File: src/rtl/maze_pkg.sv
// Shared maze level data: state encoding, rectangle type and per-level path/finish/start tables.
// The pixel renderer reads the same tables, so both sides always agree on the level geometry.
package maze_pkg;

  localparam int SCREEN_W       = 640;
  localparam int SCREEN_H       = 480;
  localparam int NUM_PATH_RECTS = 4;

  typedef enum logic [2:0] {
    GS_IDLE  = 3'd0,
    GS_PLAY  = 3'd1,
    GS_CHECK = 3'd2,
    GS_HIT   = 3'd3,
    GS_WIN   = 3'd4,
    GS_OVER  = 3'd5
  } game_state_t;

  typedef struct packed {
    logic [9:0] x;
    logic [8:0] y;
    logic [9:0] w;
    logic [8:0] h;
  } rect_t;

  function automatic rect_t mk_rect(input int rx, input int ry, input int rw, input int rh);
    rect_t r;
    r.x = 10'(rx);
    r.y = 9'(ry);
    r.w = 10'(rw);
    r.h = 9'(rh);
    return r;
  endfunction

  // A zero-width rectangle never contains a point, so it pads short levels.
  function automatic rect_t path_rect(input logic [1:0] lvl, input logic [1:0] idx);
    rect_t r;
    case ({lvl, idx})
      4'h0:    r = mk_rect(0, 200, 320, 80);
      4'h1:    r = mk_rect(320, 100, 80, 280);
      4'h2:    r = mk_rect(400, 100, 240, 80);
      4'h4:    r = mk_rect(0, 60, 120, 360);
      4'h5:    r = mk_rect(120, 300, 280, 60);
      4'h6:    r = mk_rect(400, 60, 60, 300);
      4'h7:    r = mk_rect(460, 60, 180, 60);
      4'h8:    r = mk_rect(0, 90, 160, 300);
      4'h9:    r = mk_rect(160, 140, 120, 200);
      4'hA:    r = mk_rect(280, 190, 120, 100);
      4'hB:    r = mk_rect(400, 220, 220, 35);
      default: r = mk_rect(0, 0, 0, 0);
    endcase
    return r;
  endfunction

  function automatic rect_t finish_rect(input logic [1:0] lvl);
    rect_t r;
    case (lvl)
      2'd1:    r = mk_rect(600, 60, 40, 60);
      2'd2:    r = mk_rect(600, 220, 50, 35);
      default: r = mk_rect(560, 100, 80, 80);
    endcase
    return r;
  endfunction

  function automatic logic [9:0] level_start_x(input logic [1:0] lvl);
    logic [9:0] sx;
    case (lvl)
      2'd1:    sx = 10'd20;
      2'd2:    sx = 10'd20;
      default: sx = 10'd20;
    endcase
    return sx;
  endfunction

  function automatic logic [8:0] level_start_y(input logic [1:0] lvl);
    logic [8:0] sy;
    case (lvl)
      2'd1:    sy = 9'd236;
      2'd2:    sy = 9'd236;
      default: sy = 9'd236;
    endcase
    return sy;
  endfunction

  // Half-open containment: x in [r.x, r.x+r.w), y in [r.y, r.y+r.h).
  function automatic logic pt_in_rect(input logic [9:0] px, input logic [8:0] py, input rect_t r);
    logic [10:0] x_end;
    logic [9:0]  y_end;
    x_end = {1'b0, r.x} + {1'b0, r.w};
    y_end = {1'b0, r.y} + {1'b0, r.h};
    return (px >= r.x) && ({1'b0, px} < x_end) && (py >= r.y) && ({1'b0, py} < y_end);
  endfunction

endpackage

File: src/rtl/maze_path_lookup.sv
// Combinational point classifier for the active level: on any path rectangle (or the finish),
// and inside the finish rectangle. Zero latency, no flow control.
module maze_path_lookup
  import maze_pkg::*;
(
  input  logic [1:0] i_level,
  input  logic [9:0] i_x,
  input  logic [8:0] i_y,
  output logic       o_on_path,
  output logic       o_in_finish
);

  logic w_in_path;

  always_comb begin
    w_in_path = 1'b0;
    for (int i = 0; i < NUM_PATH_RECTS; i++) begin
      if (pt_in_rect(i_x, i_y, path_rect(i_level, 2'(i)))) w_in_path = 1'b1;
    end
  end

  assign o_in_finish = pt_in_rect(i_x, i_y, finish_rect(i_level));
  assign o_on_path   = w_in_path | o_in_finish;

endmodule

File: src/rtl/maze_level_sequencer.sv
// Maze game controller: moves the player on synchronised buttons each move tick, checks the four
// candidate corners one per cycle (commit 5 cycles after the tick) and sequences lives and levels.
module maze_level_sequencer
  import maze_pkg::*;
#(
  parameter int MOVE_DIV    = 416667,
  parameter int STEP        = 2,
  parameter int PLAYER_SIZE = 8,
  parameter int NUM_LEVELS  = 3,
  parameter int LIVES       = 3,
  parameter int START_LEVEL = 0
) (
  input  logic       pixel_clk,
  input  logic       resetSwitch,
  input  logic       btn_up,
  input  logic       btn_down,
  input  logic       btn_left,
  input  logic       btn_right,
  input  logic       btn_start,
  output logic [9:0] player_x,
  output logic [8:0] player_y,
  output logic [1:0] level_idx,
  output logic [2:0] game_state,
  output logic [1:0] lives_left,
  output logic       hit_pulse
);

  localparam int                 TICK_W     = (MOVE_DIV > 1) ? $clog2(MOVE_DIV) : 1;
  localparam logic [TICK_W-1:0]  TICK_LAST  = TICK_W'(MOVE_DIV - 1);
  localparam logic signed [11:0] STEP_S     = 12'(STEP);
  localparam logic signed [11:0] MAX_X_S    = 12'(SCREEN_W - PLAYER_SIZE);
  localparam logic signed [11:0] MAX_Y_S    = 12'(SCREEN_H - PLAYER_SIZE);
  localparam logic [9:0]         CORNER_DX  = 10'(PLAYER_SIZE - 1);
  localparam logic [8:0]         CORNER_DY  = 9'(PLAYER_SIZE - 1);
  localparam logic [1:0]         START_LVL  = 2'(START_LEVEL);
  localparam logic [1:0]         LAST_LVL   = 2'(NUM_LEVELS - 1);
  localparam logic [1:0]         LIVES_INIT = 2'(LIVES);

  localparam logic [2:0] S_IDLE  = GS_IDLE;
  localparam logic [2:0] S_PLAY  = GS_PLAY;
  localparam logic [2:0] S_CHECK = GS_CHECK;
  localparam logic [2:0] S_HIT   = GS_HIT;
  localparam logic [2:0] S_WIN   = GS_WIN;
  localparam logic [2:0] S_OVER  = GS_OVER;

  // Button vector order: {up, down, left, right, start}.
  logic [4:0]        r_btn_s1;
  logic [4:0]        r_btn_s2;
  logic              r_start_d;
  logic [TICK_W-1:0] r_tick;
  logic [2:0]        r_state;
  logic [1:0]        r_level;
  logic [1:0]        r_lives;
  logic [9:0]        r_px;
  logic [8:0]        r_py;
  logic [9:0]        r_cx;
  logic [8:0]        r_cy;
  logic [1:0]        r_corner;
  logic              r_fin_seen;

  logic              w_up, w_down, w_left, w_right;
  logic              w_start_edge;
  logic              w_move_tick;
  logic signed [11:0] w_dx, w_dy, w_nx, w_ny;
  logic [9:0]        w_cand_x;
  logic [8:0]        w_cand_y;
  logic              w_dir_nz;
  logic [9:0]        w_qx;
  logic [8:0]        w_qy;
  logic              w_on_path;
  logic              w_in_finish;

  assign w_up         = r_btn_s2[4];
  assign w_down       = r_btn_s2[3];
  assign w_left       = r_btn_s2[2];
  assign w_right      = r_btn_s2[1];
  assign w_start_edge = r_btn_s2[0] & ~r_start_d;
  assign w_move_tick  = (r_tick == TICK_LAST);

  // Opposing buttons cancel; the candidate saturates at the screen edges instead of wrapping.
  always_comb begin
    w_dx = '0;
    w_dy = '0;
    if (w_left && !w_right) w_dx = -STEP_S;
    else if (w_right && !w_left) w_dx = STEP_S;
    if (w_up && !w_down) w_dy = -STEP_S;
    else if (w_down && !w_up) w_dy = STEP_S;
    w_nx = $signed({2'b00, r_px}) + w_dx;
    w_ny = $signed({3'b000, r_py}) + w_dy;
    if (w_nx < 12'sd0) w_cand_x = '0;
    else if (w_nx > MAX_X_S) w_cand_x = MAX_X_S[9:0];
    else w_cand_x = w_nx[9:0];
    if (w_ny < 12'sd0) w_cand_y = '0;
    else if (w_ny > MAX_Y_S) w_cand_y = MAX_Y_S[8:0];
    else w_cand_y = w_ny[8:0];
  end

  assign w_dir_nz = (w_dx != 12'sd0) || (w_dy != 12'sd0);

  // Corner index bit 0 selects the right edge, bit 1 the bottom edge: TL, TR, BL, BR.
  always_comb begin
    w_qx = r_cx;
    w_qy = r_cy;
    if (r_corner[0]) w_qx = r_cx + CORNER_DX;
    if (r_corner[1]) w_qy = r_cy + CORNER_DY;
  end

  maze_path_lookup u_lookup (
    .i_level     (r_level),
    .i_x         (w_qx),
    .i_y         (w_qy),
    .o_on_path   (w_on_path),
    .o_in_finish (w_in_finish)
  );

  always_ff @(posedge pixel_clk or negedge resetSwitch) begin
    if (!resetSwitch) begin
      r_btn_s1  <= '0;
      r_btn_s2  <= '0;
      r_start_d <= 1'b0;
      r_tick    <= '0;
    end else begin
      r_btn_s1  <= {btn_up, btn_down, btn_left, btn_right, btn_start};
      r_btn_s2  <= r_btn_s1;
      r_start_d <= r_btn_s2[0];
      r_tick    <= w_move_tick ? '0 : r_tick + TICK_W'(1);
    end
  end

  always_ff @(posedge pixel_clk or negedge resetSwitch) begin
    if (!resetSwitch) begin
      r_state    <= S_IDLE;
      r_level    <= START_LVL;
      r_lives    <= LIVES_INIT;
      r_px       <= level_start_x(START_LVL);
      r_py       <= level_start_y(START_LVL);
      r_cx       <= level_start_x(START_LVL);
      r_cy       <= level_start_y(START_LVL);
      r_corner   <= '0;
      r_fin_seen <= 1'b0;
    end else begin
      case (r_state)
        S_IDLE: begin
          if (w_start_edge) r_state <= S_PLAY;
        end
        S_PLAY: begin
          if (w_move_tick && w_dir_nz) begin
            r_cx       <= w_cand_x;
            r_cy       <= w_cand_y;
            r_corner   <= '0;
            r_fin_seen <= 1'b0;
            r_state    <= S_CHECK;
          end
        end
        S_CHECK: begin
          if (!w_on_path) begin
            r_state <= S_HIT;
          end else if (r_corner == 2'd3) begin
            r_px    <= r_cx;
            r_py    <= r_cy;
            r_state <= (r_fin_seen || w_in_finish) ? S_WIN : S_PLAY;
          end else begin
            r_corner   <= r_corner + 2'd1;
            r_fin_seen <= r_fin_seen | w_in_finish;
          end
        end
        S_HIT: begin
          r_px <= level_start_x(r_level);
          r_py <= level_start_y(r_level);
          if (r_lives > 2'd1) begin
            r_lives <= r_lives - 2'd1;
            r_state <= S_PLAY;
          end else begin
            r_lives <= 2'd0;
            r_state <= S_OVER;
          end
        end
        S_WIN: begin
          // The last level is terminal until reset.
          if (w_start_edge && (r_level < LAST_LVL)) begin
            r_level <= r_level + 2'd1;
            r_px    <= level_start_x(r_level + 2'd1);
            r_py    <= level_start_y(r_level + 2'd1);
            r_state <= S_PLAY;
          end
        end
        S_OVER: begin
          if (w_start_edge) begin
            r_level <= START_LVL;
            r_lives <= LIVES_INIT;
            r_px    <= level_start_x(START_LVL);
            r_py    <= level_start_y(START_LVL);
            r_state <= S_IDLE;
          end
        end
        default: r_state <= S_IDLE;
      endcase
    end
  end

  assign player_x   = r_px;
  assign player_y   = r_py;
  assign level_idx  = r_level;
  assign game_state = r_state;
  assign lives_left = r_lives;
  assign hit_pulse  = (r_state == S_HIT);

endmodule

File: config.mk
export PLATFORM = sky130hd
export DESIGN_NAME = maze_level_sequencer
export DESIGN_NICKNAME = d
export VERILOG_FILES = /design/src/rtl/maze_pkg.sv /design/src/rtl/maze_path_lookup.sv /design/src/rtl/maze_level_sequencer.sv
export SDC_FILE = /design/constraint.sdc
export NUM_CORES = 1
export LEC_CHECK = 0
export CAP_MARGIN = 20
export CORE_MARGIN = 2
export CORE_UTILIZATION = 55
export CTS_CLUSTER_DIAMETER = 150
export DETAILED_ROUTE_END_ITERATION = 8
export HOLD_SLACK_MARGIN = 0.02
export PLACE_DENSITY = 0.82
export SYNTH_ARGS = -nofsm -noshare
export SYNTH_HDL_FRONTEND = slang
export SYNTH_SLANG_ARGS = --single-unit
File: constraint.sdc
create_clock -name pixel_clk -period 3.45 [get_ports pixel_clk]
set_input_delay 0.69 -clock pixel_clk [delete_from_list [all_inputs] [get_ports pixel_clk]]
set_output_delay 0.69 -clock pixel_clk [all_outputs]
set_load 0.03 [all_outputs]
=== Word-level counts from Yosys, hierarchy flattened ===
Cells that the tools add are included.

* Bits in latches: 0
* Logic and storage cells: 172
* Memory bits (writable): 0
* Output and inout bits: 27
* Bits in read-only memories: 0
* Memories kept: 0
* Flip-flop bits (word level): 78
* Input port bits: 7

* Equality and inequality tests: 17
* Mux-type cells: 53
* Bitwise gates (word level): 4
* $add $sub $neg: 18
* Multipliers: 0
* Reductions and logical operators: 41
* Shifts and indexed selects: 0
* Divide/modulo/power cells: 0
* Magnitude comparators: 26

{| class="wikitable"
|+ Operators by type and width
! cell !! count
|-
| case mux 37 bit (3 select lines) || 2
|-
| case mux 27 bit (3 select lines) || 1
|-
| case mux 37 bit (2 select lines) || 1
|-
| 2-to-1 mux 10 bit || 7
|-
| case mux 35 bit (2 select lines) || 1
|-
| 2-to-1 mux 9 bit || 7
|-
| less-than comparator 10 x 11 -> 1 bit || 5
|-
| less-than comparator 9 x 10 -> 1 bit || 5
|-
| adder 9 x 9 -> 10 bit || 4
|-
| case mux 10 bit (4 select lines) || 1
|-
| greater-or-equal comparator 9 bit || 4
|-
| case mux 9 bit (4 select lines) || 1
|-
| adder 9 x 10 -> 11 bit || 3
|-
| greater-or-equal comparator 10 x 9 -> 1 bit || 3
|-
| less-than comparator 12 x 1 -> 1 bit (second input constant) || 2
|-
| 2-to-1 mux 12 bit || 2
|-
| 2-to-1 mux 3 bit || 8
|-
| nonzero test 12 bit || 2
|-
| logical AND 1 bit || 21
|-
| adder 19 x 1 -> 19 bit (second input constant) || 1
|-
| equality test 19 bit (second input constant) || 1
|-
| 2-to-1 mux 19 bit || 1
|-
| 2-to-1 mux 2 bit || 9
|-
| case mux 3 bit (6 select lines) || 1
|-
| 39 further kinds || 66
|}

=== Depth between registers and ports, before layout ===
* Depth in word-level cells: 14
* Mapped depth: 18

=== Hierarchy ===
A second synthesis with hierarchy kept.

* Cells, all modules: 846
* Area total of the unflattened synthesis: 7,294.5 µm²

{| class="wikitable"
|+ By module, submodules not included
! module !! cells an instance !! times used !! area each (µm²)
|-
| maze_level_sequencer || 576 || 1 || 5,074.9
|-
| maze_path_lookup || 270 || 1 || 2,219.6
|}

=== Least setup slack after synthesis ===
Ideal clock, no wire load.

* Path kind: register to register
* Start point: reg r_level[1], in the netlist level_idx[1]
* End point: reg r_px[0], in the netlist player_x[0]
* Path buffers: 1
* Cell stages (with the launch flop): 17
* Arrival: 3,769 ps
* Path slack: -445 ps
* Library setup time: 126 ps
* Path through: dfrtp_1 > inv_1 > ha_1 > inv_1 > ha_1 > or2_2 > xnor2_1 > ha_1 > a2111oi_0 > a21oi_1 > o21ai_0 > o211ai_1 > o22ai_2 > o21ai_2 > a21oi_4 > buf_6 > o22ai_2

* Word-level cells in the longest chain between the ends: 14
* Elaborated cells on any way between the ends: 62
* Those cells by class: add/sub: 10; order compare: 20; eq/ne: 4; mux: 9; bitwise: 1; reduce/logical: 18

{| class="wikitable"
|+ Ends and longest elaborated chain
! item !! RTL line !! source
|-
| start, declared || maze_level_sequencer.sv:52 || <nowiki>logic [1:0] r_level;</nowiki>
|-
| start signal, assigned || maze_level_sequencer.sv:181 || <nowiki>r_level <= r_level + 2'd1;</nowiki>
|-
| equality test 2 bit, or another cell as far along || maze_pkg.sv:37, maze_pkg.sv:56 ||
|-
| case mux 27 bit (3 select lines) || maze_pkg.sv:37 || <nowiki>case ({lvl, idx})</nowiki>
|-
| adder 1 x 10 -> 11 bit || maze_pkg.sv:88 || <nowiki>x_end = {1'b0, r.x} + {1'b0, r.w};</nowiki>
|-
| less-than comparator 10 x 11 -> 1 bit || maze_pkg.sv:90 || <nowiki>return (px >= r.x) && ({1'b0, px} < x_end) && (py >= r.y) && ({1'b0, py} < y_end);</nowiki>
|-
| logical AND 1 bit (3 in series) || maze_pkg.sv:90 ||
|-
| 2-to-1 mux 1 bit (4 in series) || maze_path_lookup.sv:18 || <nowiki>if (pt_in_rect(i_x, i_y, path_rect(i_level, 2'(i)))) w_in_path = 1'b1;</nowiki>
|-
| OR 1 bit || maze_path_lookup.sv:23 || <nowiki>assign o_on_path = w_in_path | o_in_finish;</nowiki>
|-
| != test 2 bit (no line) || - ||
|-
| AND reduction 5 bit (no line) * || - ||
|-
| end signal, assigned || maze_level_sequencer.sv:135 || <nowiki>r_px <= level_start_x(START_LVL);</nowiki>
|-
| end signal, assigned || maze_level_sequencer.sv:159 || <nowiki>r_px <= r_cx;</nowiki>
|-
| end signal, assigned || maze_level_sequencer.sv:168 || <nowiki>r_px <= level_start_x(r_level);</nowiki>
|-
| end, declared || maze_level_sequencer.sv:54 || <nowiki>logic [9:0] r_px;</nowiki>
|}

Mark *: on every way between the ends. The rest lies on a longest branch, timed or not.
A chain may end at the register's enable or synchronous reset.

=== Worst setup path after layout ===
* Start point: reg r_btn_s2[2]
* End point: reg r_cx[1]

* Word-level cells in the longest chain between the ends: 8
* Elaborated cells on any way between the ends: 14
* Those cells by class: add/sub: 1; order compare: 2; mux: 4; reduce/logical: 7

{| class="wikitable"
|+ Ends and longest elaborated chain
! item !! RTL line !! source
|-
| start, declared || maze_level_sequencer.sv:48 || <nowiki>logic [4:0] r_btn_s2;</nowiki>
|-
| start signal, assigned || maze_level_sequencer.sv:124 || <nowiki>r_btn_s2 <= r_btn_s1;</nowiki>
|-
| zero test 1 bit || maze_level_sequencer.sv:85 || <nowiki>else if (w_right && !w_left) w_dx = STEP_S;</nowiki>
|-
| logical AND 1 bit || maze_level_sequencer.sv:85 ||
|-
| 2-to-1 mux 2 bit || maze_level_sequencer.sv:85 ||
|-
| 2-to-1 mux 12 bit * || maze_level_sequencer.sv:84 || <nowiki>if (w_left && !w_right) w_dx = -STEP_S;</nowiki>
|-
| adder 11 x 12 -> 12 bit or nonzero test 12 bit (tied branches) || maze_level_sequencer.sv:88, maze_level_sequencer.sv:98 ||
|-
| greater-than comparator 12 x 11 -> 1 bit or logical OR 1 bit (tied branches) || maze_level_sequencer.sv:91, maze_level_sequencer.sv:98 ||
|-
| 2-to-1 mux 10 bit or logical AND 1 bit (tied branches) || maze_level_sequencer.sv:91, maze_level_sequencer.sv:147 ||
|-
| 2-to-1 mux 10 bit or AND reduction 2 bit (tied branches) || - ||
|-
| end signal, assigned || maze_level_sequencer.sv:137 || <nowiki>r_cx <= level_start_x(START_LVL);</nowiki>
|-
| end signal, assigned || maze_level_sequencer.sv:148 || <nowiki>r_cx <= w_cand_x;</nowiki>
|-
| end, declared || maze_level_sequencer.sv:56 || <nowiki>logic [9:0] r_cx;</nowiki>
|}

Marks and branches as above.

==> tab_implementation.tex <==
\begin{tabular}{lr}
\hline
Metric & Value \\
\hline
\multicolumn{2}{l}{\textbf{Run status}} \\
\quad Outcome & finished with violations \\
\quad Violated checks & negative setup slack \\
\multicolumn{2}{l}{\textbf{Worst setup path}} \\
\quad CP startpoint kind & register \\
\quad Crit. End Element & register \\
\quad Critical Path AT & 4.12 ns \\
\quad Launching instance or port of the critical path & r\_btn\_s2[2]\$\_DFF\_PN0\_ \\
\quad CP max FO & 5 \\
\quad Required time of the critical path & 3.69 ns \\
\quad Critical setup path kind & register to register \\
\quad Launch point of the worst reg-to-reg path & r\_btn\_s2[2]\$\_DFF\_PN0\_ \\
\multicolumn{2}{l}{\textbf{STA}} \\
\quad Post-route fraction of the period consumed by the critical path & 112\% \\
\quad Count of final setup violators & 38 \\
\quad Worst-Margin Slew & 0.997 ns \\
\quad Fin worst setup slack & -0.427 ns \\
\quad Relative slew margins & 33.5\% \\
\quad Final worst clock skew & 0.0114 ns \\
\quad Count of pins over their slew limit & 0 \\
\quad Unrepaired setup endpoints after global routing & true \\
\quad Final Critical Period & 3.88 ns \\
\quad Total negative slack & -10.08 ns \\
\quad Endpoints failing hold & 0 \\
\quad F\_max & 258 MHz \\
\multicolumn{2}{l}{\textbf{Global routing}} \\
\quad First-pass GRT wire length & 36,800 um \\
\quad Initial antenna violation count & 0 \\
\quad Number of global-route vias before repair & 7,291 \\
\quad Gr ovfl total & 0 \\
\quad Maximum number of pins on one net before global-route repair & 79 \\
\quad Aggregate global-route resource usage & 32.9\% \\
\multicolumn{2}{l}{\textbf{Detailed routing}} \\
\quad Via count & 7,612 \\
\quad Antenna-violating nets left & 0 \\
\quad \# DRC & 0 \\
\quad Avg Vias per Cell & 6.58 \\
\quad Number of optimization iterations in the first detailed-route pass & 6 \\
\quad Number of violations reported at the end of detailed-routing iteration 0 & 811 \\
\quad Detail-routed net length per standard cell & 22.8 um \\
\quad Total Wirelength & 26,400 um \\
\multicolumn{2}{l}{\textbf{Logic synthesis}} \\
\quad Number of distinct library cell variants in the gate-level netlist after synthesis & 88 \\
\quad Post-synth EDFFs & 0 \\
\quad Ys flop type & sky130\_fd\_sc\_hd\_\_dfrtp\_1 \\
\quad Share of Yosys cell area claimed by the top area cell type & 21.7\% \\
\quad Flip-flop and latch count after synthesis & 78 \\
\quad Most numerous cell types in the synthesized netlist & sky130\_fd\_sc\_hd\_\_ha\_1 (115), sky130\_fd\_sc\_hd\_\_inv\_1 (76), sky130\_fd\_sc\_hd\_\_nand2\_1 (64), sky130\_fd\_sc\_hd\_\_dfrtp\_1 (62), sky130\_fd\_sc\_hd\_\_nor2\_1 (59) \\
\quad Average cell area after synthesis & 8.97 um2 \\
\quad Number of synthesis warnings & 0 \\
\quad Mapped Nets & 923 \\
\quad Biggest area consumer among synthesized cells & sky130\_fd\_sc\_hd\_\_dfrtp\_1 \\
\quad Post-Synthesis Cell Area & 0.00717 mm2 \\
\quad Fraction of synthesis flops using an asynchronous set or reset pin & 100\% \\
\quad Number of instances in the synthesized netlist & 799 \\
\quad Dominant cell by count in the synthesized netlist & sky130\_fd\_sc\_hd\_\_ha\_1 \\
\quad Synth area leaders & sky130\_fd\_sc\_hd\_\_dfrtp\_1 (22\%), sky130\_fd\_sc\_hd\_\_ha\_1 (20\%), sky130\_fd\_sc\_hd\_\_dfstp\_2 (5.9\%) \\
\quad Fraction of the yosys area taken by sequential cells & 27.5\% \\
\multicolumn{2}{l}{\textbf{Clocking}} \\
\quad Clk Latency, worst-skew pair & 0.34 ns \\
\quad Total clock sinks & 78 \\
\quad Clock Pin Slew Worst Setup and Hold Paths & 0.06 ns \\
\quad Clock root buffer & sky130\_fd\_sc\_hd\_\_clkbuf\_16 \\
\quad Longest Clk Path Bufs & 2 \\
\quad CTS H-tree lvls & 3 \\
\quad Number of buffers created by CTS & 9 \\
\quad Hold buffers post-CTS & 0 \\
\quad Clock tree from TritonCTS & built \\
\multicolumn{2}{l}{\textbf{Floorplanning}} \\
\quad Die span in x & 118 um \\
\quad Chip Height & 118 um \\
\quad Floorplan row count & 41 \\
\quad I/O pin count & 34 \\
\quad Initial Utilization & 56.6\% \\
\quad Std-Cell Core Area & 0.0127 mm2 \\
\quad Die Footprint & 0.0140 mm2 \\
\multicolumn{2}{l}{\textbf{Worst hold path}} \\
\quad Hold path start & r\_btn\_s1[4]\$\_DFF\_PN0\_ \\
\quad Class of the most critical hold timing path & register to register \\
\multicolumn{2}{l}{\textbf{Pwr}} \\
\quad Cell area power density & 226 mW/mm2 \\
\quad Leakage power & 0.00450 uW \\
\quad Worst vdd rail ir drop & 327 uV \\
\multicolumn{2}{l}{\textbf{Layout}} \\
\quad Nets & 1,104 \\
\quad Area added between synthesis and finish & 37.2\% \\
\quad Proportion of layout cells with a drive suffix above 1 & 31.5\% \\
\quad Fillcell total & 701 \\
\quad ANT cells & 0 \\
\quad Post-Layout Inst Area & 0.00983 mm2 \\
\multicolumn{2}{l}{\textbf{Placed design}} \\
\quad IO buf count & 33 \\
\quad Final HPWL from detailed placement & 15,000 um \\
\quad Placed instance area & 0.00875 mm2 \\
\quad Gp weighted congestion & 0.983 \\
\multicolumn{2}{l}{\textbf{Run}} \\
\quad Number of violations of the max-capacitance limit & 0 \\
\hline
\end{tabular}
## layout make-up
| cell class | count | area [um2] | share of cell area, % |
|---|---|---|---|
| inverter | 77 | 309 | 3.14 |
| timing repair buffer | 189 | 1610 | 16.4 |
| clock inverter | 6 | 109 | 1.11 |
| tap | 172 | 215 | 2.19 |
| sequential | 78 | 1980 | 20.1 |
| clock buffer | 10 | 239 | 2.43 |
| multi-input combinational | 625 | 5380 | 54.7 |
## path summary, 6_finish.rpt
kind / endpoint / slack (ns) / cells after the start
worst max-delay path: r_cx[1]$_DFFE_PN0P_ / -0.43 / 15
worst min-delay path: r_btn_s2[4]$_DFF_PN0_ / 0.35 / 0
worst max register to register: r_cx[1]$_DFFE_PN0P_ / -0.43 / 15
worst min register to register: r_btn_s2[4]$_DFF_PN0_ / 0.35 / 0
max in group asynchronous: level_idx[0]$_DFFE_PN0P_ / 2.22 / 1
min in group asynchronous: r_btn_s2[2]$_DFF_PN0_ / 0.50 / 1
## per-layer routing
metal | vias to the layer above | track usage (%) | routed length [um]
met5 | - | 0 | 0
met4 | 0 | 21.7 | 2330
met1 | 3572 | 38.4 | 9280
met3 | 199 | 4.20 | 2380
li1 | 3283 | - | -
met2 | 558 | 56.4 | 12400
## worst max-delay path, cell delays in order, from the launching register on
cell and delay [ns]:
sky130_fd_sc_hd__dfrtp_1 0.43, sky130_fd_sc_hd__ha_4 0.32, sky130_fd_sc_hd__inv_4 0.04, sky130_fd_sc_hd__ha_4 0.17
sky130_fd_sc_hd__fa_2 0.37, sky130_fd_sc_hd__a21o_1 0.20, sky130_fd_sc_hd__a21oi_2 0.14, sky130_fd_sc_hd__o21bai_1 0.13
sky130_fd_sc_hd__a2111oi_2 0.48, sky130_fd_sc_hd__buf_4 0.22, sky130_fd_sc_hd__nor2_1 0.08, sky130_fd_sc_hd__a21oi_1 0.24
sky130_fd_sc_hd__xnor2_1 0.10, sky130_fd_sc_hd__nor2_1 0.36, sky130_fd_sc_hd__nand3_4 0.22, sky130_fd_sc_hd__o21ai_2 0.27
## layout by cell type (no fill, tap or decap), types with 8 or more instances in the layout
cell type	instances
sky130_fd_sc_hd__a21o_1	11
sky130_fd_sc_hd__a21oi_1	30
sky130_fd_sc_hd__a22o_1	8
sky130_fd_sc_hd__a31oi_1	12
sky130_fd_sc_hd__and3_1	8
sky130_fd_sc_hd__buf_4	144
sky130_fd_sc_hd__clkbuf_16	9
sky130_fd_sc_hd__clkdlybuf4s50_1	32
sky130_fd_sc_hd__dfrtp_1	59
sky130_fd_sc_hd__dfstp_2	16
sky130_fd_sc_hd__ha_1	97
sky130_fd_sc_hd__ha_4	16
sky130_fd_sc_hd__inv_1	64
sky130_fd_sc_hd__nand2_1	62
sky130_fd_sc_hd__nand3_1	18
sky130_fd_sc_hd__nand4_1	9
sky130_fd_sc_hd__nor2_1	57
sky130_fd_sc_hd__nor2b_1	12
sky130_fd_sc_hd__nor3_1	11
sky130_fd_sc_hd__o21a_1	10
sky130_fd_sc_hd__o21ai_0	33
sky130_fd_sc_hd__o21ai_1	8
sky130_fd_sc_hd__o21ai_2	9
sky130_fd_sc_hd__o22ai_2	8
sky130_fd_sc_hd__xnor2_1	22
sky130_fd_sc_hd__xor2_1	16
## through the flow
stage / cells / total power (uW) / utilization (%) / hold slack, ns / setup slack (ns)
floorplan: 799 / 1020 / - / 0.331 / -0.0277
global placement: 1115 / 1060 / 69.1 / 0.331 / -0.333
detailed placement: 1115 / 1070 / 69.1 / 0.336 / -0.498
CTS: 1146 / 2160 / 75.4 / 0.352 / -0.0919
global route: 1157 / 2270 / 77.6 / 0.364 / -0.470
finish: 1157 / 2230 / 77.6 / 0.353 / -0.427
## repair_timing
action,4_1_cts,5_1_grt
cloned,1,0
pin swaps,17,41
endpoints found under the setup margin,33,42
resized for setup,59,52
setup buffers,14,13
## sequential cells by signal, indices dropped and copies added (netlist names)
name        flops
level_idx       2
r_cx           10
r_cy            9
r_btn_s2        5
r_btn_s1        5
game_state      3
r_fin_seen      1
r_corner        2
player_x       10
lives_left      2
r_start_d       1
player_y        9
r_tick         19
## logic make-up after synthesis
logic type               share of synthesized area [%]
AO/OA/AOI/OAI                                     22.0
adder cells (fa/ha/maj)                           21.4
XOR/XNOR                                          5.64
buffers and inverters                             5.55
multiplexers                                      1.15
other                                           0.0523
AND/OR/NAND/NOR                                   16.8
flip-flops                                        27.5
## where the power goes
part	switching [uW]	leakage, uW	internal (uW)	total (uW)
logic	108	0.00335	66.4	175
clock network	400	0.000172	726	1130
registers	3.22	0.000972	922	925
Power figures use the tool's default switching activity.
